--- src/rtl/wormhole_switch_allocator_pkg.sv ---
// Shared router types: port directions, allocator FSM states and node port count.
package wormhole_switch_allocator_pkg;
    localparam int NODE_PORTS = 4;

    typedef enum logic [1:0] {
        NORTH = 2'd0,
        EAST  = 2'd1,
        SOUTH = 2'd2,
        WEST  = 2'd3
    } e_dir;

    typedef enum logic {
        FREE   = 1'b0,
        LOCKED = 1'b1
    } e_alloc_state;
endpackage

--- src/rtl/wormhole_switch_allocator_rr_arbiter.sv ---
// Combinational round-robin pick: first requester after the last owner, wrapping.
module rr_arbiter #(
    parameter int N = 4,
    localparam int IW = (N > 1) ? $clog2(N) : 1
) (
    input  logic [N-1:0]  req,
    input  logic [IW-1:0] last,
    output logic [N-1:0]  gnt,
    output logic [IW-1:0] idx,
    output logic          any
);
    logic [IW-1:0] c;

    always_comb begin
        gnt = '0;
        idx = '0;
        any = 1'b0;
        c   = '0;
        for (int k = 1; k <= N; k++) begin
            c = IW'((int'(last) + k) % N);
            if (!any && req[c]) begin
                any    = 1'b1;
                gnt[c] = 1'b1;
                idx    = c;
            end
        end
    end
endmodule

--- src/rtl/wormhole_switch_allocator.sv ---
// Switch allocator: per-output round-robin with wormhole locking until tail fire,
// registered owner table for the crossbar, and a sticky stall detector.
module wormhole_switch_allocator
    import wormhole_switch_allocator_pkg::*;
#(
    parameter int PORTS       = NODE_PORTS,
    parameter int STALL_LIMIT = 255,
    parameter int CNT_W       = $clog2(STALL_LIMIT + 1),
    localparam int IW         = (PORTS > 1) ? $clog2(PORTS) : 1
) (
    input  logic                     clk,
    input  logic                     rst,
    input  logic [PORTS-1:0]         req_valid,
    input  logic [PORTS-1:0]         req_head,
    input  logic [PORTS-1:0]         req_tail,
    input  logic [PORTS-1:0][IW-1:0] req_dir,
    input  logic [PORTS-1:0]         flit_fire,
    output logic [PORTS-1:0]         grant,
    output logic [PORTS-1:0][IW-1:0] grant_dir,
    output logic [PORTS-1:0]         out_busy,
    output logic [PORTS-1:0][IW-1:0] out_owner,
    output logic                     stall_err
);
    e_alloc_state                st     [PORTS];
    e_alloc_state                st_nxt [PORTS];
    logic [PORTS-1:0][IW-1:0]    owner, owner_nxt, last, last_nxt;
    logic [PORTS-1:0][CNT_W-1:0] cnt, cnt_nxt;
    logic [PORTS-1:0][PORTS-1:0] cand, arb_gnt;
    logic [PORTS-1:0][IW-1:0]    arb_idx, grant_dir_nxt;
    logic [PORTS-1:0]            arb_any, grant_nxt;
    logic                        err_nxt;

    for (genvar o = 0; o < PORTS; o++) begin : g_out
        // inputs already holding an output cannot compete for another
        for (genvar i = 0; i < PORTS; i++) begin : g_cand
            assign cand[o][i] = req_valid[i] && req_head[i] && !grant[i] &&
                                (req_dir[i] == IW'(o));
        end
        rr_arbiter #(.N(PORTS)) u_arb (
            .req  (cand[o]),
            .last (last[o]),
            .gnt  (arb_gnt[o]),
            .idx  (arb_idx[o]),
            .any  (arb_any[o])
        );
        assign out_busy[o]  = (st[o] == LOCKED);
        assign out_owner[o] = owner[o];
    end

    always_comb begin
        st_nxt        = st;
        owner_nxt     = owner;
        last_nxt      = last;
        cnt_nxt       = cnt;
        grant_nxt     = grant;
        grant_dir_nxt = grant_dir;
        err_nxt       = stall_err;
        for (int o = 0; o < PORTS; o++) begin
            if (st[o] == LOCKED) begin
                if (cnt[o] == CNT_W'(STALL_LIMIT))
                    err_nxt = 1'b1;
                if (flit_fire[owner[o]])
                    cnt_nxt[o] = '0;
                else if (cnt[o] != CNT_W'(STALL_LIMIT))
                    cnt_nxt[o] = cnt[o] + CNT_W'(1);
                // release cycle does not arbitrate; owner cleared so the table reads NORTH
                if (flit_fire[owner[o]] && req_tail[owner[o]]) begin
                    st_nxt[o]                = FREE;
                    owner_nxt[o]             = '0;
                    grant_nxt[owner[o]]      = 1'b0;
                    grant_dir_nxt[owner[o]]  = '0;
                end
            end else begin
                cnt_nxt[o] = '0;
                if (arb_any[o]) begin
                    st_nxt[o]                  = LOCKED;
                    owner_nxt[o]               = arb_idx[o];
                    last_nxt[o]                = arb_idx[o];
                    grant_nxt                  = grant_nxt | arb_gnt[o];
                    grant_dir_nxt[arb_idx[o]]  = IW'(o);
                end
            end
        end
    end

    always_ff @(posedge clk) begin
        if (rst) begin
            st        <= '{default: FREE};
            owner     <= '0;
            last      <= {PORTS{IW'(PORTS - 1)}};
            cnt       <= '0;
            grant     <= '0;
            grant_dir <= '0;
            stall_err <= 1'b0;
        end else begin
            st        <= st_nxt;
            owner     <= owner_nxt;
            last      <= last_nxt;
            cnt       <= cnt_nxt;
            grant     <= grant_nxt;
            grant_dir <= grant_dir_nxt;
            stall_err <= err_nxt;
        end
    end

    for (genvar i = 0; i < PORTS; i++) begin : g_chk
        a_head_tail: assert property (@(posedge clk) disable iff (rst)
            !(req_head[i] && req_tail[i]));
        a_head_granted: assert property (@(posedge clk) disable iff (rst)
            !(req_head[i] && grant[i]));
        a_fire_grant: assert property (@(posedge clk) disable iff (rst)
            !flit_fire[i] || grant[i]);
    end
endmodule
--- config.mk ---
export PLATFORM = sky130hd
export DESIGN_NAME = wormhole_switch_allocator
export DESIGN_NICKNAME = d
export VERILOG_FILES = /design/src/rtl/wormhole_switch_allocator_pkg.sv /design/src/rtl/wormhole_switch_allocator_rr_arbiter.sv /design/src/rtl/wormhole_switch_allocator.sv
export SDC_FILE = /design/constraint.sdc
export NUM_CORES = 1
export LEC_CHECK = 0
export ABC_AREA = 1
export ABC_CLOCK_PERIOD_IN_PS = 3700
export BUFFER_PORTS_ARGS = -buffer_cell sky130_fd_sc_hd__buf_2
export CAP_MARGIN = 30
export CELL_PAD_IN_SITES_DETAIL_PLACEMENT = 0
export CELL_PAD_IN_SITES_GLOBAL_PLACEMENT = 1
export CORE_UTILIZATION = 35
export CTS_BUF_LIST = sky130_fd_sc_hd__clkbuf_4
export DETAILED_ROUTE_END_ITERATION = 16
export PLACE_DENSITY_LB_ADDON = 0.1
export REMOVE_ABC_BUFFERS = 1
export SLEW_MARGIN = 20
export SYNTH_ARGS = -nofsm -noshare
export SYNTH_HDL_FRONTEND = slang
export SYNTH_SLANG_ARGS = --single-unit
--- constraint.sdc ---
create_clock -name clk -period 3.7 [get_ports clk]
set_clock_uncertainty 0.1 [all_clocks]
set_input_delay 1.11 -clock clk [delete_from_list [all_inputs] [get_ports clk]]
set_output_delay 1.11 -clock clk [all_outputs]
set_load 0.01 [all_outputs]
Word-level counts from Yosys, hierarchy flattened
Cells that the tools add are included.

word-level totals
  register bits after elaboration = 65
  input port bits = 26

cells by class
  bitwise gates (word level) = 45
  muxes and demuxes = 208
  equality and inequality tests = 24
  reduce and logical (&&, ||, !) cells = 100
  $lt $le $gt $ge = 48
  add/subtract/negate cells = 20

operators with widths
  kind                 number
  $mux 4               28
  $mux 8               12
  $mux 1               80
  $lt 2x3->1 const B   24
  $mux 2               36
  $or 4x4->4           18
  $logic_and 1x1->1    64
  $bmux 1 s2           24
  $ge 2x1->1 const B   24
  $and 8x8->8          5
  $demux 1 s2          20
  $not 8->8            5
  $add 8x1->8 const B  4
  $demux 2 s2          8
  $eq 8x8->1 const B   4
  $ne 8x8->1 const B   4
  $and 4x4->4          6
  $not 4->4            6
  $add 2x1->2 const B  8
  $add 2x2->2 const B  8
  $eq 2x2->1 const B   8
  $logic_not 1->1      16
  $reduce_and 2->1     8
  $reduce_or 3->1      4
  other kinds (6)      21

Longest topological paths before layout
Gate-level depths: netlist of run 1.

  word-level depth = 32
  gate-level depth with buffers = 18
  mapped depth without buffers = 17

Cells and area by module
A second synthesis of run 1 with hierarchy kept.

second synthesis, totals
  cells, all modules = 872
  area, all modules = 5670.4 um^2

by module, submodules not included
  module                     cells each  times used  area each (um^2)
  wormhole_switch_allocator  576         1           3838.7
  rr_arbiter                 74          4           457.9

Worst setup path after synthesis of run 1
No wires, ideal clock.

  kind = in2reg
  from = input req_valid[3]
  to = register grant_dir[7] (netlist name)
  data required time = 3469 ps
  stages = 15
  path buffers = 0
  data arrival time = 2500 ps
  setup time = 131 ps
  setup slack = 969 ps
  path through = nand2_1 > nor2_4 > nand3_1 > nand2_1 > nand2_1 > nand2_1 > nor2_4 > nand3_1 > nand2_2 > nor2_1 > nand3_1 > nand3_1 > nand2_1 > nand2_1 > a21oi_2

on the way
  cells in the longest elaborated chain, start to end = 32
  elaborated cells between the ends (all ways) = 134
  classes of those cells = 8 x order compare; 83 x mux; 9 x bitwise; 34 x reduce/logical

ends and longest elaborated chain
  what                                                        line                                                              source
  start: declaration                                          wormhole_switch_allocator.sv:13                                   input logic [PORTS-1:0] req_valid,
  $logic_and 1x1->1 (*) (2 in a row)                          wormhole_switch_allocator.sv:36                                   assign cand[o][i] = req_valid[i] && req_head[i] && !grant[i] &&
  $logic_and 1x1->1                                           wormhole_switch_allocator.sv:36
  $bmux 1 s2                                                  wormhole_switch_allocator_rr_arbiter.sv:21                        if (!any && req[c]) begin
  $mux 1 (not written as such)                                wormhole_switch_allocator_rr_arbiter.sv:21
  $mux 1                                                      wormhole_switch_allocator_rr_arbiter.sv:21
  $logic_not 1->1                                             wormhole_switch_allocator_rr_arbiter.sv:21
  $logic_and 1x1->1                                           wormhole_switch_allocator_rr_arbiter.sv:21
  $mux 1                                                      wormhole_switch_allocator_rr_arbiter.sv:21
  [15 not listed]                                             n/a
  $mux 8, on equally long branches                            wormhole_switch_allocator.sv:75, wormhole_switch_allocator.sv:67
  $mux 8                                                      wormhole_switch_allocator.sv:59                                   if (st[o] == LOCKED) begin
  $or 4x4->4 (no line) / $and 8x8->8 (equally long branches)  n/a
  $mux 8, on equally long branches                            wormhole_switch_allocator.sv:75, wormhole_switch_allocator.sv:67
  $mux 8                                                      wormhole_switch_allocator.sv:59
  $or 8x8->8 (no line) / $and 8x8->8 (equally long branches)  n/a
  $mux 8, on equally long branches                            wormhole_switch_allocator.sv:75, wormhole_switch_allocator.sv:67
  $mux 8 (*)                                                  wormhole_switch_allocator.sv:59
  end signal: assignment                                      wormhole_switch_allocator.sv:101                                  grant_dir <= grant_dir_nxt;
  end: declaration                                            wormhole_switch_allocator.sv:19                                   output logic [PORTS-1:0][IW-1:0] grant_dir,

Every way passes the cells marked *; elsewhere a longest branch is shown, timed or not. The select of a mux whose other input is x is not followed.
A chain may end at the register's enable or synchronous reset.

Final worst setup path of run 1
  from = register last[2] (netlist name)
  to = register grant_dir[3] (netlist name)

on the way
  cells in the longest elaborated chain, start to end = 27
  elaborated cells between the ends (all ways) = 45
  classes of those cells = 4 x add/sub; 2 x order compare; 26 x mux; 6 x bitwise; 7 x reduce/logical

ends and longest elaborated chain
  what                                                        line                                                              source
  start: declaration                                          wormhole_switch_allocator.sv:26                                   logic [PORTS-1:0][IW-1:0] owner, owner_nxt, last, last_nxt;
  start signal: assignment                                    wormhole_switch_allocator.sv:90                                   last <= {PORTS{IW'(PORTS - 1)}};
  start signal: assignment                                    wormhole_switch_allocator.sv:98                                   last <= last_nxt;
  $add 2x1->2                                                 wormhole_switch_allocator_rr_arbiter.sv:20                        c = IW'((int'(last) + k) % N);
  $bmux 1 s2                                                  wormhole_switch_allocator_rr_arbiter.sv:21
  $mux 1 (not written as such)                                wormhole_switch_allocator_rr_arbiter.sv:21
  $mux 1                                                      wormhole_switch_allocator_rr_arbiter.sv:21
  $logic_not 1->1                                             wormhole_switch_allocator_rr_arbiter.sv:21
  $logic_and 1x1->1                                           wormhole_switch_allocator_rr_arbiter.sv:21
  $mux 1                                                      wormhole_switch_allocator_rr_arbiter.sv:21
  $logic_not 1->1                                             wormhole_switch_allocator_rr_arbiter.sv:21
  [11 not listed]                                             n/a
  $mux 8 (*)                                                  wormhole_switch_allocator.sv:75                                   if (arb_any[o]) begin
  $mux 8 (*)                                                  wormhole_switch_allocator.sv:59
  $or 4x4->4 (no line) / $and 8x8->8 (equally long branches)  n/a
  $mux 8, on equally long branches                            wormhole_switch_allocator.sv:75, wormhole_switch_allocator.sv:67
  $mux 8 (*)                                                  wormhole_switch_allocator.sv:59
  $or 8x8->8 (no line) / $and 8x8->8 (equally long branches)  n/a
  $mux 8, on equally long branches                            wormhole_switch_allocator.sv:75, wormhole_switch_allocator.sv:67
  $mux 8 (*)                                                  wormhole_switch_allocator.sv:59

Marked as above.

==> flow_summary.html, run 1 <==
<table>
<tr><th>Metric</th><th>Value</th></tr>
<tr><th colspan="2">Logic synthesis</th></tr>
<tr><td>Dominant register cell in the synthesized netlist</td><td>dfxtp_1</td></tr>
<tr><td>Fraction of registers with async set or reset after synthesis</td><td>0%</td></tr>
<tr><td>Library cells used by synthesis</td><td>40</td></tr>
<tr><td>Gate Count Post-Synth</td><td>~840</td></tr>
<tr><td>Top cell type by total area after synthesis</td><td>dfxtp_1</td></tr>
<tr><td>Total of flip-flops plus latches after synthesis</td><td>between 60 and 70</td></tr>
<tr><td>Top post-synthesis cells by area</td><td>dfxtp_1 25%, nand2_1 18%, nand3_1 9.8%</td></tr>
<tr><td>Leading post-synthesis cells by instance count</td><td>245 x nand2_1, 127 x inv_1, 100 x nand3_1</td></tr>
<tr><td>Number of warnings reported in the yosys synthesis log</td><td>0</td></tr>
<tr><td>Area of the mapped netlist</td><td>between 5000 and 6000 um^2</td></tr>
<tr><td>Number of enable-type register cells in the synthesized netlist</td><td>0</td></tr>
<tr><td>Synth Area per Inst</td><td>6.09 um^2</td></tr>
<tr><td>Most used standard cell by instance count after synthesis</td><td>nand2_1</td></tr>
<tr><td>Sequential share of the synthesized area</td><td>25.4%</td></tr>
<tr><td>Synth top area share</td><td>between 20% and 30%</td></tr>
<tr><th colspan="2">STA</th></tr>
<tr><td>Final max-slew violation count</td><td>0</td></tr>
<tr><td>Summed negative setup slack over all endpoints</td><td>0 ns</td></tr>
<tr><td>Max-slew headroom</td><td>between 50% and 60%</td></tr>
<tr><td>Peak clock frequency supported by timing</td><td>0.322 GHz</td></tr>
<tr><td>Hold slack final</td><td>0.372 ns</td></tr>
<tr><td>Period utilisation layout</td><td>between 80 and 90%</td></tr>
<tr><td>Total count of hold-check failures in the final report</td><td>0</td></tr>
<tr><td>Worst Max-Slew Pin Slew</td><td>roughly 0.65 ns</td></tr>
<tr><td>Min cycle time layout</td><td>3.11 ns</td></tr>
<tr><td>Endpoints failing setup</td><td>0</td></tr>
<tr><td>Unrepaired setup endpoints after global routing</td><td>false</td></tr>
<tr><td>Post-route worst setup slack</td><td>approximately 0.59 ns</td></tr>
<tr><th colspan="2">Global routing</th></tr>
<tr><td>Wire length of the first global-routing pass</td><td>25600 um</td></tr>
<tr><td>Congestion Overflow GR</td><td>0</td></tr>
<tr><td>Total routing resource utilization after global routing</td><td>between 20% and 30%</td></tr>
<tr><td>Antenna violations before repair</td><td>0</td></tr>
<tr><td>Largest net degree at the start of global routing</td><td>30</td></tr>
<tr><td>Vias in the first global route</td><td>roughly 5400</td></tr>
<tr><th colspan="2">Placed design</th></tr>
<tr><td>Number of cells after detailed placement</td><td>1067</td></tr>
<tr><td>Area post-placement</td><td>between 5000 and 6000 um^2</td></tr>
<tr><td>Sum of net half-perimeters after detailed placement</td><td>around 13000 um</td></tr>
<tr><td>Number of port buffers</td><td>50</td></tr>
<tr><td>Post-placement worst setup slack</td><td>approximately 0.39 ns</td></tr>
<tr><td>Routability-driven placement congestion ratio</td><td>0.908</td></tr>
<tr><th colspan="2">Critical path</th></tr>
<tr><td>Crit Reg-Reg Endpoint</td><td>grant_dir[3]</td></tr>
<tr><td>Arrival time of the worst setup path</td><td>approximately 3.3 ns</td></tr>
<tr><td>Kind of end point of the critical path</td><td>flop</td></tr>
<tr><td>Maximum fanout count along the critical path</td><td>11</td></tr>
<tr><td>Crit Path Category</td><td>reg -&gt; reg</td></tr>
<tr><td>Crit path launch type</td><td>flop</td></tr>
<tr><td>R2R setup slack</td><td>slightly below 0.6 ns</td></tr>
<tr><td>CP Data Required Time</td><td>between 3 and 4 ns</td></tr>
<tr><td>Reg-to-reg critical path startpoint</td><td>last[2]</td></tr>
<tr><td>R2R depth</td><td>16</td></tr>
<tr><th colspan="2">Floorplanning</th></tr>
<tr><td>Die Y</td><td>around 120 um</td></tr>
<tr><td>Horizontal die dimension</td><td>123 um</td></tr>
<tr><td>Placeable core region</td><td>14100 um^2</td></tr>
<tr><td>Die ar.</td><td>~15000 um^2</td></tr>
<tr><td>Number of I/O pins</td><td>51</td></tr>
<tr><td>Initial cell density of the core</td><td>approximately 36%</td></tr>
<tr><td>Rows</td><td>between 40 and 50</td></tr>
<tr><th colspan="2">Detailed routing</th></tr>
<tr><td>Routed len/inst</td><td>about 15 um</td></tr>
<tr><td>First-pass detailed-route iteration total</td><td>5</td></tr>
<tr><td>Violation count after the first detailed-route iteration</td><td>343</td></tr>
<tr><td>Via count</td><td>around 5600</td></tr>
<tr><td>DRC violation count after routing</td><td>0</td></tr>
<tr><td>Post-detailed-route via-to-cell ratio</td><td>between 5 and 6</td></tr>
<tr><td>Aggregate routed wire length</td><td>between 15000 and 20000 um</td></tr>
<tr><td>Antenna-violating nets left</td><td>0</td></tr>
<tr><th colspan="2">CTS</th></tr>
<tr><td>Number of sinks handled by clock tree synthesis</td><td>65</td></tr>
<tr><td>Number of CTS-inserted buffers</td><td>9</td></tr>
<tr><td>Clock latency on the worst-skew pair</td><td>around 0.44 ns</td></tr>
<tr><td>Clock tree from TritonCTS</td><td>yes</td></tr>
<tr><td>Number of buffers on the longest clock path</td><td>2</td></tr>
<tr><td>Hold_buf cts</td><td>0</td></tr>
<tr><td>CTS-repair resized insts</td><td>0</td></tr>
<tr><td>Cell chosen for the clock root</td><td>clkbuf_4</td></tr>
<tr><td>Postcts setup bufs</td><td>0</td></tr>
<tr><td>Number of H-tree levels</td><td>3</td></tr>
<tr><td>Clock transition at path regs</td><td>around 0.11 ns</td></tr>
<tr><th colspan="2">Final layout</th></tr>
<tr><td>Total number of nets in the final design</td><td>~950</td></tr>
<tr><td>Area growth, synth to finish</td><td>11.3%</td></tr>
<tr><td>Final Util</td><td>about two fifths</td></tr>
<tr><td>Non-filler cells in the finished layout</td><td>approximately 1100</td></tr>
<tr><td>Share of post-route cells with drive strength above 1</td><td>roughly 11%</td></tr>
<tr><td>Antenna Cells</td><td>0</td></tr>
<tr><td>Final instance area</td><td>between 5000 and 6000 um^2</td></tr>
<tr><td>Number of filler instances in the final layout</td><td>1559</td></tr>
<tr><th colspan="2">Worst hold path</th></tr>
<tr><td>Hold Path Sink</td><td>cnt[26]</td></tr>
<tr><td>Startpoint of the worst hold path</td><td>cnt[26]</td></tr>
<tr><td>Cells on Worst Hold Path</td><td>1</td></tr>
<tr><td>Worst min-delay path category</td><td>reg -&gt; reg</td></tr>
<tr><th colspan="2">Pwr</th></tr>
<tr><td>Cell leakage power</td><td>around 2.7 nW</td></tr>
<tr><td>Overall power</td><td>between 3 and 4 mW</td></tr>
<tr><td>Cell Pwr Density</td><td>~620 nW/um^2</td></tr>
<tr><td>VDD IR-drop max</td><td>0.000294 V</td></tr>
<tr><th colspan="2">Run</th></tr>
<tr><td>Number of maximum-capacitance violations</td><td>0</td></tr>
<tr><th colspan="2">Status</th></tr>
<tr><td>Outcome</td><td>complete, no violations</td></tr>
</table>
-- cell families (layout without fill, tap and decap cells) --
kind of cell | count (synthesis) | after routing | synth area share, %
flip-flops | 65 | 65 | 25.4
AO/OA/AOI/OAI | 135 | 135 | 16.2
AND/OR/NAND/NOR | 474 | 474 | 41.5
buffers and inverters | 140 | 201 | 10.4
XOR/XNOR | 4 | 4 | 0.683
adder cells (fa/ha/maj) | 24 | 24 | 5.86
-- report_power, final --
part	switching (mW)	total, mW	internal [mW]	leakage (nW)
logic	1.37	2.01	0.642	2.14
clock network	0.263	0.477	0.214	0.0734
registers	0.217	1.05	0.836	0.529
-- flip-flops by register name, indices dropped and copies added (netlist names) --
| register | flops |
|---|---|
| cnt | 32 |
| grant | 4 |
| grant_dir | 8 |
| last | 8 |
| out_busy | 4 |
| out_owner | 8 |
| stall_err | 1 |
-- layout by cell type (no fill, tap or decap), drive strengths merged, types with 3 or more instances in the layout --
cell | Yosys | routed
a22oi | 8 | 8
o22ai | 5 | 5
a31oi | 12 | 12
o21ai | 32 | 32
nand3b | 3 | 3
clkinv | 1 | 5
o211ai | 10 | 10
nand4 | 20 | 20
nor3 | 14 | 14
ha | 24 | 24
xor2 | 4 | 4
buf | 2 | 50
dfxtp | 65 | 65
inv | 134 | 134
o221ai | 9 | 9
nand2 | 254 | 254
clkbuf | 3 | 11
a21oi | 48 | 48
a21boi | 3 | 3
a311oi | 3 | 3
nor2 | 77 | 77
nand3 | 104 | 104
-- final cells by class --
class / count / area [um^2] / share of cell area (%)
multi-input cells: 637 / 3290 / 57.7
flip-flops and latches: 65 / 1300 / 22.8
inverters: 135 / 507 / 8.88
repair buffers: 50 / 250 / 4.39
well taps: 180 / 225 / 3.95
clock buffers: 11 / 82.6 / 1.45
clock inverters: 5 / 46.3 / 0.811
-- layer usage --
metal / global-route usage (%) / share of wire, %
met1: 29.2 / 47
met5: 0 / 0
met2: 36.3 / 46
met4: 5.05 / 1.5
met3: 4.84 / 5.5
-- worst max-delay path: stages (launching register included) --
cell     delay [ns]
dfxtp_1        0.60
inv_2          0.20
ha_1           0.40
inv_1          0.12
nand3_1        0.08
nand2_1        0.30
nand2_1        0.11
nor2_2         0.20
nand2_1        0.15
nand2_1        0.09
nand2_1        0.09
nor2_1         0.13
nand2_1        0.13
nand3_1        0.12
nand2_1        0.05
nand2_1        0.05
a21oi_1        0.06
-- how the worst max path moves through the flow --
stage / slack [ns] / start / depth (start not counted) / endpoint
finish: 0.59 / last[2] / 16 / grant_dir[3]
global route: 0.18 / last[2] / 16 / grant_dir[3]
CTS: 0.58 / last[2] / 16 / grant_dir[3]
global placement: 0.38 / req_valid[1] / 16 / grant_dir[7]
detailed placement: 0.39 / req_dir[6] / 17 / grant_dir[3]
floorplan: 0.95 / req_valid[2] / 16 / grant_dir[3]
Power figures use the tool's default switching activity.
==> inputs of run 2 (changes only) <==
--- a/config.mk
+++ b/config.mk
@@ -5,8 +5,8 @@
 export SDC_FILE = /design/constraint.sdc
 export NUM_CORES = 1
 export LEC_CHECK = 0
-export ABC_AREA = 1
-export ABC_CLOCK_PERIOD_IN_PS = 3700
+export ABC_AREA = 0
+export ABC_CLOCK_PERIOD_IN_PS = 2700
 export BUFFER_PORTS_ARGS = -buffer_cell sky130_fd_sc_hd__buf_2
 export CAP_MARGIN = 30
 export CELL_PAD_IN_SITES_DETAIL_PLACEMENT = 0
==> constraint.sdc (replaced) <==
create_clock -name clk -period 2.7 [get_ports clk]
set_clock_uncertainty 0.1 [all_clocks]
set_input_delay 0.81 -clock clk [delete_from_list [all_inputs] [get_ports clk]]
set_output_delay 0.81 -clock clk [all_outputs]
set_load 0.01 [all_outputs]
==> run 2 against run 1 <==
Net effect: largest cell class unchanged; register-to-register slack got worse by 0.60 ns; final cell count about the same; via count up 11%; critical path depth decreased by 7; sequential power is 15% higher; design area grew 36%; the run now ends with negative setup slack left; first-iteration DRC count up 30%; power increased by 33%.
==> flow_summary.html, run 2 <==
<table>
<tr><th>Metric</th><th>Value</th></tr>
<tr><th colspan="2">Logic synthesis</th></tr>
<tr><td>Top cell type by total area after synthesis</td><td>dfxtp_1</td></tr>
<tr><td>Library cells used by synthesis</td><td>82</td></tr>
<tr><td>Synth top area share</td><td>between 20% and 30%</td></tr>
<tr><td>Area of the mapped netlist</td><td>5390 um^2</td></tr>
<tr><td>Number of enable-type register cells in the synthesized netlist</td><td>0</td></tr>
<tr><td>Top post-synthesis cells by area</td><td>dfxtp_1 24%, mux4_2 8.4%, ha_1 5.6%</td></tr>
<tr><td>Leading post-synthesis cells by instance count</td><td>76 x nor2_1, 65 x dfxtp_1, 47 x nand2_1</td></tr>
<tr><td>Total of flip-flops plus latches after synthesis</td><td>65</td></tr>
<tr><td>Number of warnings reported in the yosys synthesis log</td><td>0</td></tr>
<tr><td>Dominant register cell in the synthesized netlist</td><td>dfxtp_1</td></tr>
<tr><td>Most used standard cell by instance count after synthesis</td><td>nor2_1</td></tr>
<tr><td>Synth Area per Inst</td><td>8.08 um^2</td></tr>
<tr><td>Sequential share of the synthesized area</td><td>about 24%</td></tr>
<tr><td>Gate Count Post-Synth</td><td>about 670</td></tr>
<tr><td>Fraction of registers with async set or reset after synthesis</td><td>0%</td></tr>
<tr><th colspan="2">Final layout</th></tr>
<tr><td>Most common cell after layout, fill and taps aside</td><td>buf_4</td></tr>
<tr><td>Area growth, synth to finish</td><td>44.0%</td></tr>
<tr><td>Number of filler instances in the final layout</td><td>approximately 1400</td></tr>
<tr><td>Final Util</td><td>52.6%</td></tr>
<tr><td>Non-filler cells in the finished layout</td><td>~1100</td></tr>
<tr><td>Total number of nets in the final design</td><td>approximately 940</td></tr>
<tr><td>Largest register by flop count</td><td>cnt</td></tr>
<tr><td>Commonest cells after routing, fill and taps aside</td><td>190 x buf_4, 70 x nor2_1, 61 x dfxtp_1</td></tr>
<tr><td>Max reg flops</td><td>32</td></tr>
<tr><td>Share of post-route cells with drive strength above 1</td><td>41.6%</td></tr>
<tr><th colspan="2">STA</th></tr>
<tr><td>Worst Max-Slew Pin Slew</td><td>between 0.7 and 0.8 ns</td></tr>
<tr><td>Final max-slew violation count</td><td>0</td></tr>
<tr><td>Endpoints failing setup</td><td>5</td></tr>
<tr><td>Max-slew headroom</td><td>52.2%</td></tr>
<tr><td>Unrepaired setup endpoints after global routing</td><td>true</td></tr>
<tr><td>Period utilisation layout</td><td>102%</td></tr>
<tr><td>Peak clock frequency supported by timing</td><td>approximately 0.36 GHz</td></tr>
<tr><td>Min cycle time layout</td><td>2.77 ns</td></tr>
<tr><td>Total count of hold-check failures in the final report</td><td>0</td></tr>
<tr><td>Post-route worst setup slack</td><td>-0.0671 ns</td></tr>
<tr><th colspan="2">Worst hold path</th></tr>
<tr><td>Worst min-delay path category</td><td>reg -&gt; reg</td></tr>
<tr><th colspan="2">Placed design</th></tr>
<tr><td>Number of port buffers</td><td>50</td></tr>
<tr><td>Sum of net half-perimeters after detailed placement</td><td>15700 um</td></tr>
<tr><td>Routability-driven placement congestion ratio</td><td>0.916</td></tr>
<tr><td>Number of cells after detailed placement</td><td>between 1000 and 1500</td></tr>
<tr><th colspan="2">Pwr</th></tr>
<tr><td>Cell leakage power</td><td>between 3 and 4 nW</td></tr>
<tr><td>Overall power</td><td>4.72 mW</td></tr>
<tr><td>Total net switching power</td><td>roughly 2.0 mW</td></tr>
<tr><td>Cell Pwr Density</td><td>about 610 nW/um^2</td></tr>
<tr><td>Combinational power share</td><td>roughly three fifths</td></tr>
<tr><td>Sequential share of power</td><td>between 20% and 30%</td></tr>
<tr><td>Switching share of total power</td><td>between 40% and 50%</td></tr>
<tr><td>Internal power summed over all cells</td><td>about 2.7 mW</td></tr>
<tr><td>VDD IR-drop max</td><td>between 0.0003 and 0.0004 V</td></tr>
<tr><td>Clock network fraction of total power</td><td>about 14%</td></tr>
<tr><th colspan="2">Global routing</th></tr>
<tr><td>Wire length of the first global-routing pass</td><td>~31000 um</td></tr>
<tr><td>Vias in the first global route</td><td>about 6000</td></tr>
<tr><td>Congestion Overflow GR</td><td>0</td></tr>
<tr><td>Total routing resource utilization after global routing</td><td>25.0%</td></tr>
<tr><td>Largest net degree at the start of global routing</td><td>23</td></tr>
<tr><td>Antenna violations before repair</td><td>1</td></tr>
<tr><th colspan="2">Floorplanning</th></tr>
<tr><td>Rows</td><td>44</td></tr>
<tr><td>Placeable core region</td><td>between 10000 and 15000 um^2</td></tr>
<tr><td>Die ar.</td><td>15900 um^2</td></tr>
<tr><td>Initial cell density of the core</td><td>a little over a third</td></tr>
<tr><td>Horizontal die dimension</td><td>roughly 130 um</td></tr>
<tr><td>Die Y</td><td>126 um</td></tr>
<tr><td>Number of I/O pins</td><td>51</td></tr>
<tr><th colspan="2">Detailed routing</th></tr>
<tr><td>Antenna-violating nets left</td><td>0</td></tr>
<tr><td>Aggregate routed wire length</td><td>between 20000 and 25000 um</td></tr>
<tr><td>Routed len/inst</td><td>around 19 um</td></tr>
<tr><td>Via count</td><td>approximately 6200</td></tr>
<tr><td>First-pass detailed-route iteration total</td><td>4</td></tr>
<tr><td>DRC violation count after routing</td><td>0</td></tr>
<tr><td>Violation count after the first detailed-route iteration</td><td>approximately 450</td></tr>
<tr><td>Post-detailed-route via-to-cell ratio</td><td>approximately 5.7</td></tr>
<tr><th colspan="2">Critical path</th></tr>
<tr><td>Crit path launch type</td><td>input pin</td></tr>
<tr><td>Kind of end point of the critical path</td><td>flop</td></tr>
<tr><td>Worst path max stage delay</td><td>0.52 ns</td></tr>
<tr><td>Maximum fanout count along the critical path</td><td>6</td></tr>
<tr><td>Critical Path, Cell by Cell</td><td>buf_6, nand4bb_4, or2_4, mux4_2, buf_4, a41o_4, or2_4, a2bb2oi_1, o31ai_1</td></tr>
<tr><td>CP Data Required Time</td><td>about 3.0 ns</td></tr>
<tr><td>Category of cells accounting for the largest share of critical-path delay</td><td>simple AND/OR/NAND/NOR gates</td></tr>
<tr><td>CP max stage cell</td><td>mux4_2</td></tr>
<tr><td>Crit Path Category</td><td>in -&gt; reg</td></tr>
<tr><td>Count of buffer and inverter cells on the critical path</td><td>2</td></tr>
<tr><td>Most used cell, CP</td><td>or2_4</td></tr>
<tr><td>Arrival time of the worst setup path</td><td>3.02 ns</td></tr>
<tr><th colspan="2">CTS</th></tr>
<tr><td>Clock transition at path regs</td><td>approximately 0.12 ns</td></tr>
<tr><td>Clock tree from TritonCTS</td><td>yes</td></tr>
<tr><td>Clock latency on the worst-skew pair</td><td>~0.43 ns</td></tr>
<tr><td>Number of CTS-inserted buffers</td><td>9</td></tr>
<tr><td>Number of sinks handled by clock tree synthesis</td><td>65</td></tr>
<tr><td>Number of H-tree levels</td><td>3</td></tr>
<tr><td>Hold_buf cts</td><td>0</td></tr>
<tr><td>Cell chosen for the clock root</td><td>clkbuf_4</td></tr>
<tr><td>Number of buffers on the longest clock path</td><td>2</td></tr>
<tr><th colspan="2">Status</th></tr>
<tr><td>Outcome</td><td>complete, but fails checks</td></tr>
<tr><td>Violations in the final reports</td><td>negative setup slack</td></tr>
<tr><th colspan="2">Run</th></tr>
<tr><td>Number of maximum-capacitance violations</td><td>0</td></tr>
</table>
[run 2: per-layer routing]
layer / up-vias / global-route usage, % / routed length (um)
li1: 3040 / - / -
met1: 3001 / 33.6 / 9380
met2: 149 / 42.2 / 9720
met3: 30 / 2.93 / 749
met4: 0 / 7.16 / 427
met5: - / 0 / 0
[run 2: cells by family after synthesis]
group | share of synthesized area, %
AOI/OAI and AO/OA | 27.4
buffers and inverters | 3.90
and+or+nand+nor | 27.6
DFF | 24.1
adders and majority gates | 5.57
muxes | 9.29
xor gates and xnor gates | 2.11
[run 2: power by group through the flow]
stage | combinational [mW] | clock [mW] | sequential [mW]
3_5_place_dp | 2.33 | 0 | 1.22
4_1_cts | 2.44 | 0.674 | 1.20
5_1_grt | 3.06 | 0.718 | 1.22
2_1_floorplan | 1.13 | 0 | 1.26
6_report | 2.85 | 0.658 | 1.21
3_3_place_gp | 2.33 | 0 | 1.21
[run 2: final timing paths]
path / slack [ns] / cells after the start / to / start
worst max-delay path: -0.07 / 9 / grant_dir[4] / req_dir[3]
worst max register to register: -0.01 / 8 / grant_dir[4] / grant[1]
worst min register to register: 0.40 / 2 / cnt[17] / cnt[17]
worst min-delay path: 0.40 / 2 / cnt[17] / cnt[17]
[run 2: worst min-delay path: stages, from the launching register on]
cell and delay, ns:
dfxtp_1 0.34, nand2_1 0.06, a21oi_1 0.06
[run 2: what timing repair did]
item                       CTS  global route
pin swaps                   13            23
gates resized for setup     23            83
gates cloned                 0             1
setup endpoints to repair   10            17
buffers inserted             5            16
[run 2: final cells by class]
class	count	area (um^2)	area share (%)
tap	184	230	2.97
inverter	25	93.8	1.21
multi-input combinational	548	4250	54.8
sequential	65	1310	16.8
clock inverter	6	58.8	0.758
clock buffer	10	75.1	0.967
timing repair buffer	243	1740	22.4
antenna	1	2.50	0.0322
[run 2: through the flow]
stage | setup slack, ns | hold WS, ns | cell area [um^2] | setup TNS, ns
after floorplan | -0.341 | 0.349 | 5270 | -2.60
after global placement | -0.530 | 0.361 | 7060 | -9.11
after detailed placement | -0.577 | 0.386 | 7060 | -9.92
after CTS | -0.00535 | 0.402 | 7330 | -0.00535
after global routing | -0.128 | 0.426 | 7760 | -0.635
final | -0.0671 | 0.404 | 7760 | -0.205
==> inputs of run 3 (changes only) <==
--- a/config.mk
+++ b/config.mk
@@ -10,8 +10,8 @@
 export BUFFER_PORTS_ARGS = -buffer_cell sky130_fd_sc_hd__buf_2
 export CAP_MARGIN = 30
 export CELL_PAD_IN_SITES_DETAIL_PLACEMENT = 0
-export CELL_PAD_IN_SITES_GLOBAL_PLACEMENT = 1
-export CORE_UTILIZATION = 35
+export CELL_PAD_IN_SITES_GLOBAL_PLACEMENT = 2
+export CORE_UTILIZATION = 34
 export CTS_BUF_LIST = sky130_fd_sc_hd__clkbuf_4
 export DETAILED_ROUTE_END_ITERATION = 16
 export PLACE_DENSITY_LB_ADDON = 0.1
==> run 3 against run 2 <==
Net effect: the run still ends with negative setup slack left; sequential share of layout area up 0.40 points; final cell count rose by 1.7%; combinational power fell by 5%; sequential power about the same; sequential cell count did not move; critical path depth grew 1; non-clock buffer count down 8; fmax is 1.4% lower; critical path type unchanged; critical endpoint is now grant_dir[3].
==> flow_summary.html, run 3 (synthesis gave the netlist of run 2 again) <==
<table>
<tr><th>Metric</th><th>Value</th></tr>
<tr><th colspan="2">Final layout</th></tr>
<tr><td>Area growth, synth to finish</td><td>40.5%</td></tr>
<tr><td>Max reg flops</td><td>32</td></tr>
<tr><td>Most common cell after layout, fill and taps aside</td><td>buf_4</td></tr>
<tr><td>Total number of nets in the final design</td><td>around 930</td></tr>
<tr><td>Largest register by flop count</td><td>cnt</td></tr>
<tr><td>Footprint of the multi-input gates</td><td>approximately 4000 um^2</td></tr>
<tr><td>Share of post-route cells with drive strength above 1</td><td>around two fifths</td></tr>
<tr><td>Area taken by flip-flops and latches</td><td>1310 um^2</td></tr>
<tr><td>Commonest cells after routing, fill and taps aside</td><td>179 x buf_4, 70 x nor2_1, 62 x dfxtp_1</td></tr>
<tr><td>Number of filler instances in the final layout</td><td>1565</td></tr>
<tr><th colspan="2">Detailed routing</th></tr>
<tr><td>Post-detailed-route via-to-cell ratio</td><td>5.59</td></tr>
<tr><td>DRC violation count after routing</td><td>0</td></tr>
<tr><td>Antenna-violating nets left</td><td>0</td></tr>
<tr><td>First-pass detailed-route iteration total</td><td>6</td></tr>
<tr><td>Violation count after the first detailed-route iteration</td><td>279</td></tr>
<tr><td>Via count</td><td>approximately 6100</td></tr>
<tr><td>Routed len/inst</td><td>between 15 and 20 um</td></tr>
<tr><td>Aggregate routed wire length</td><td>between 15000 and 20000 um</td></tr>
<tr><th colspan="2">CTS</th></tr>
<tr><td>Hold_buf cts</td><td>0</td></tr>
<tr><td>Number of H-tree levels</td><td>3</td></tr>
<tr><td>Number of sinks handled by clock tree synthesis</td><td>65</td></tr>
<tr><td>Number of buffers on the longest clock path</td><td>2</td></tr>
<tr><td>Clock latency on the worst-skew pair</td><td>between 0.4 and 0.5 ns</td></tr>
<tr><td>Clock tree from TritonCTS</td><td>yes</td></tr>
<tr><td>Number of CTS-inserted buffers</td><td>9</td></tr>
<tr><td>Cell chosen for the clock root</td><td>clkbuf_4</td></tr>
<tr><td>Clock transition at path regs</td><td>about 0.11 ns</td></tr>
<tr><th colspan="2">Global routing</th></tr>
<tr><td>Congestion Overflow GR</td><td>0</td></tr>
<tr><td>Antenna violations before repair</td><td>1</td></tr>
<tr><td>Total routing resource utilization after global routing</td><td>about a quarter</td></tr>
<tr><td>Wire length of the first global-routing pass</td><td>about 32000 um</td></tr>
<tr><td>Vias in the first global route</td><td>roughly 6100</td></tr>
<tr><td>Largest net degree at the start of global routing</td><td>23</td></tr>
<tr><th colspan="2">STA</th></tr>
<tr><td>Endpoints failing setup</td><td>8</td></tr>
<tr><td>Period utilisation layout</td><td>104%</td></tr>
<tr><td>Post-route worst setup slack</td><td>-0.106 ns</td></tr>
<tr><td>Summed negative setup slack over all endpoints</td><td>-0.548 ns</td></tr>
<tr><td>Final max-slew violation count</td><td>0</td></tr>
<tr><td>Total count of hold-check failures in the final report</td><td>0</td></tr>
<tr><td>Max-slew headroom</td><td>a little under three fifths</td></tr>
<tr><td>Min cycle time layout</td><td>between 2 and 3 ns</td></tr>
<tr><td>Peak clock frequency supported by timing</td><td>0.356 GHz</td></tr>
<tr><td>Unrepaired setup endpoints after global routing</td><td>true</td></tr>
<tr><td>Worst Max-Slew Pin Slew</td><td>between 0.6 and 0.7 ns</td></tr>
<tr><th colspan="2">Pwr</th></tr>
<tr><td>Sequential share of power</td><td>26.2%</td></tr>
<tr><td>Clock network fraction of total power</td><td>~15%</td></tr>
<tr><td>VDD IR-drop max</td><td>~0.0004 V</td></tr>
<tr><td>Internal power summed over all cells</td><td>approximately 2.7 mW</td></tr>
<tr><td>Overall power</td><td>4.56 mW</td></tr>
<tr><td>Cell Pwr Density</td><td>around 600 nW/um^2</td></tr>
<tr><td>Switching share of total power</td><td>around two fifths</td></tr>
<tr><td>Total net switching power</td><td>roughly 1.9 mW</td></tr>
<tr><td>Combinational power share</td><td>59.2%</td></tr>
<tr><td>Cell leakage power</td><td>around 3.1 nW</td></tr>
<tr><th colspan="2">Placed design</th></tr>
<tr><td>Number of port buffers</td><td>50</td></tr>
<tr><td>Sum of net half-perimeters after detailed placement</td><td>between 15000 and 20000 um</td></tr>
<tr><td>Routability-driven placement congestion ratio</td><td>0.963</td></tr>
<tr><th colspan="2">Worst hold path</th></tr>
<tr><td>Worst min-delay path category</td><td>reg -&gt; reg</td></tr>
<tr><th colspan="2">Floorplanning</th></tr>
<tr><td>Rows</td><td>between 40 and 50</td></tr>
<tr><td>Die ar.</td><td>approximately 16000 um^2</td></tr>
<tr><td>Die Y</td><td>approximately 130 um</td></tr>
<tr><td>Initial cell density of the core</td><td>between 30% and 40%</td></tr>
<tr><td>Placeable core region</td><td>15300 um^2</td></tr>
<tr><td>Number of I/O pins</td><td>51</td></tr>
<tr><td>Horizontal die dimension</td><td>approximately 130 um</td></tr>
<tr><th colspan="2">Critical path</th></tr>
<tr><td>Crit path launch type</td><td>input pin</td></tr>
<tr><td>Most used cell, CP</td><td>buf_6</td></tr>
<tr><td>Critical Path, Cell by Cell</td><td>buf_6, nand4bb_4, or2_4, buf_6, mux4_2, nor2_4, o22a_1, o31ai_4, a2111o_1, o311ai_2</td></tr>
<tr><td>Arrival time of the worst setup path</td><td>about 3.0 ns</td></tr>
<tr><td>CP Data Required Time</td><td>approximately 2.9 ns</td></tr>
<tr><td>CP max stage cell</td><td>mux4_2</td></tr>
<tr><td>Worst path max stage delay</td><td>between 0.5 and 0.6 ns</td></tr>
<tr><td>Maximum fanout count along the critical path</td><td>9</td></tr>
<tr><td>Crit Path Category</td><td>in -&gt; reg</td></tr>
<tr><td>Kind of end point of the critical path</td><td>flop</td></tr>
<tr><th colspan="2">Run</th></tr>
<tr><td>Number of maximum-capacitance violations</td><td>0</td></tr>
<tr><th colspan="2">Status</th></tr>
<tr><td>Violations in the final reports</td><td>negative setup slack</td></tr>
<tr><td>Outcome</td><td>complete, but fails checks</td></tr>
</table>
==> run 3: changes by cell type in the layout (fill, tap and decap cells not counted), sizes merged <==
cell | before | now
buf | 243 | 235
clkbuf | 10 | 11
clkinv | 6 | 5
o31ai | 11 | 10
==> run 3: what timing repair did <==
item | CTS | global route
buffers inserted | 1 | 5
pin swaps | 7 | 9
setup endpoints to repair | 13 | 16
gates resized for setup | 23 | 49
==> run 3: worst max-delay path, delay by kind of cell <==
family | cells | cell delay, ns
compound gates | 4 | 0.86
simple gates | 3 | 0.64
mux | 1 | 0.51
buf+inv | 2 | 0.21
==> run 3: path summary, 6_finish.rpt <==
check | from | endpoint | depth (start not counted) | slack [ns]
max | req_dir[3] | grant_dir[3] | 10 | -0.11
min | cnt[17] | cnt[17] | 2 | 0.39
min reg2reg | cnt[17] | cnt[17] | 2 | 0.39
max reg2reg | grant[1] | grant_dir[3] | 9 | -0.03
==> run 3: metrics by stage <==
stage / cells / cell area, um^2 / setup slack (ns) / hold WS [ns] / utilization (%)
floorplan: 637 / 5270 / -0.341 / 0.349 / -
global placement: 1077 / 7130 / -0.578 / 0.361 / 46.6
detailed placement: 1077 / 7130 / -0.647 / 0.383 / 46.6
CTS: 1094 / 7360 / -0.0759 / 0.399 / 48.0
global route: 1100 / 7570 / -0.150 / 0.437 / 49.5
finish: 1100 / 7570 / -0.106 / 0.393 / 49.5
==> run 3: layout make-up <==
type / count / share of cell area (%)
diodes: 1 / 0.0330
clock buffers: 11 / 1.09
clock inverters: 5 / 0.743
inverters: 25 / 1.27
multi-input cells: 547 / 54.1
flip-flops and latches: 65 / 17.2
well taps: 211 / 3.49
repair buffers: 235 / 22.0
==> run 3: power by group through the flow <==
stage,Clock [mW],Combinational [mW],Sequential [mW]
floorplan,0,1.13,1.26
global placement,0,2.39,1.20
detailed placement,0,2.39,1.20
CTS,0.689,2.49,1.19
global route,0.735,2.93,1.21
finish,0.667,2.70,1.19
==> run 3: routing by layer <==
metal	track usage, %	up-vias	part of all wire (%)
li1	-	3021	-
met1	32.8	2901	45
met2	42.0	193	47
met3	2.71	32	4.6
met4	9.00	0	2.6
met5	0	-	0
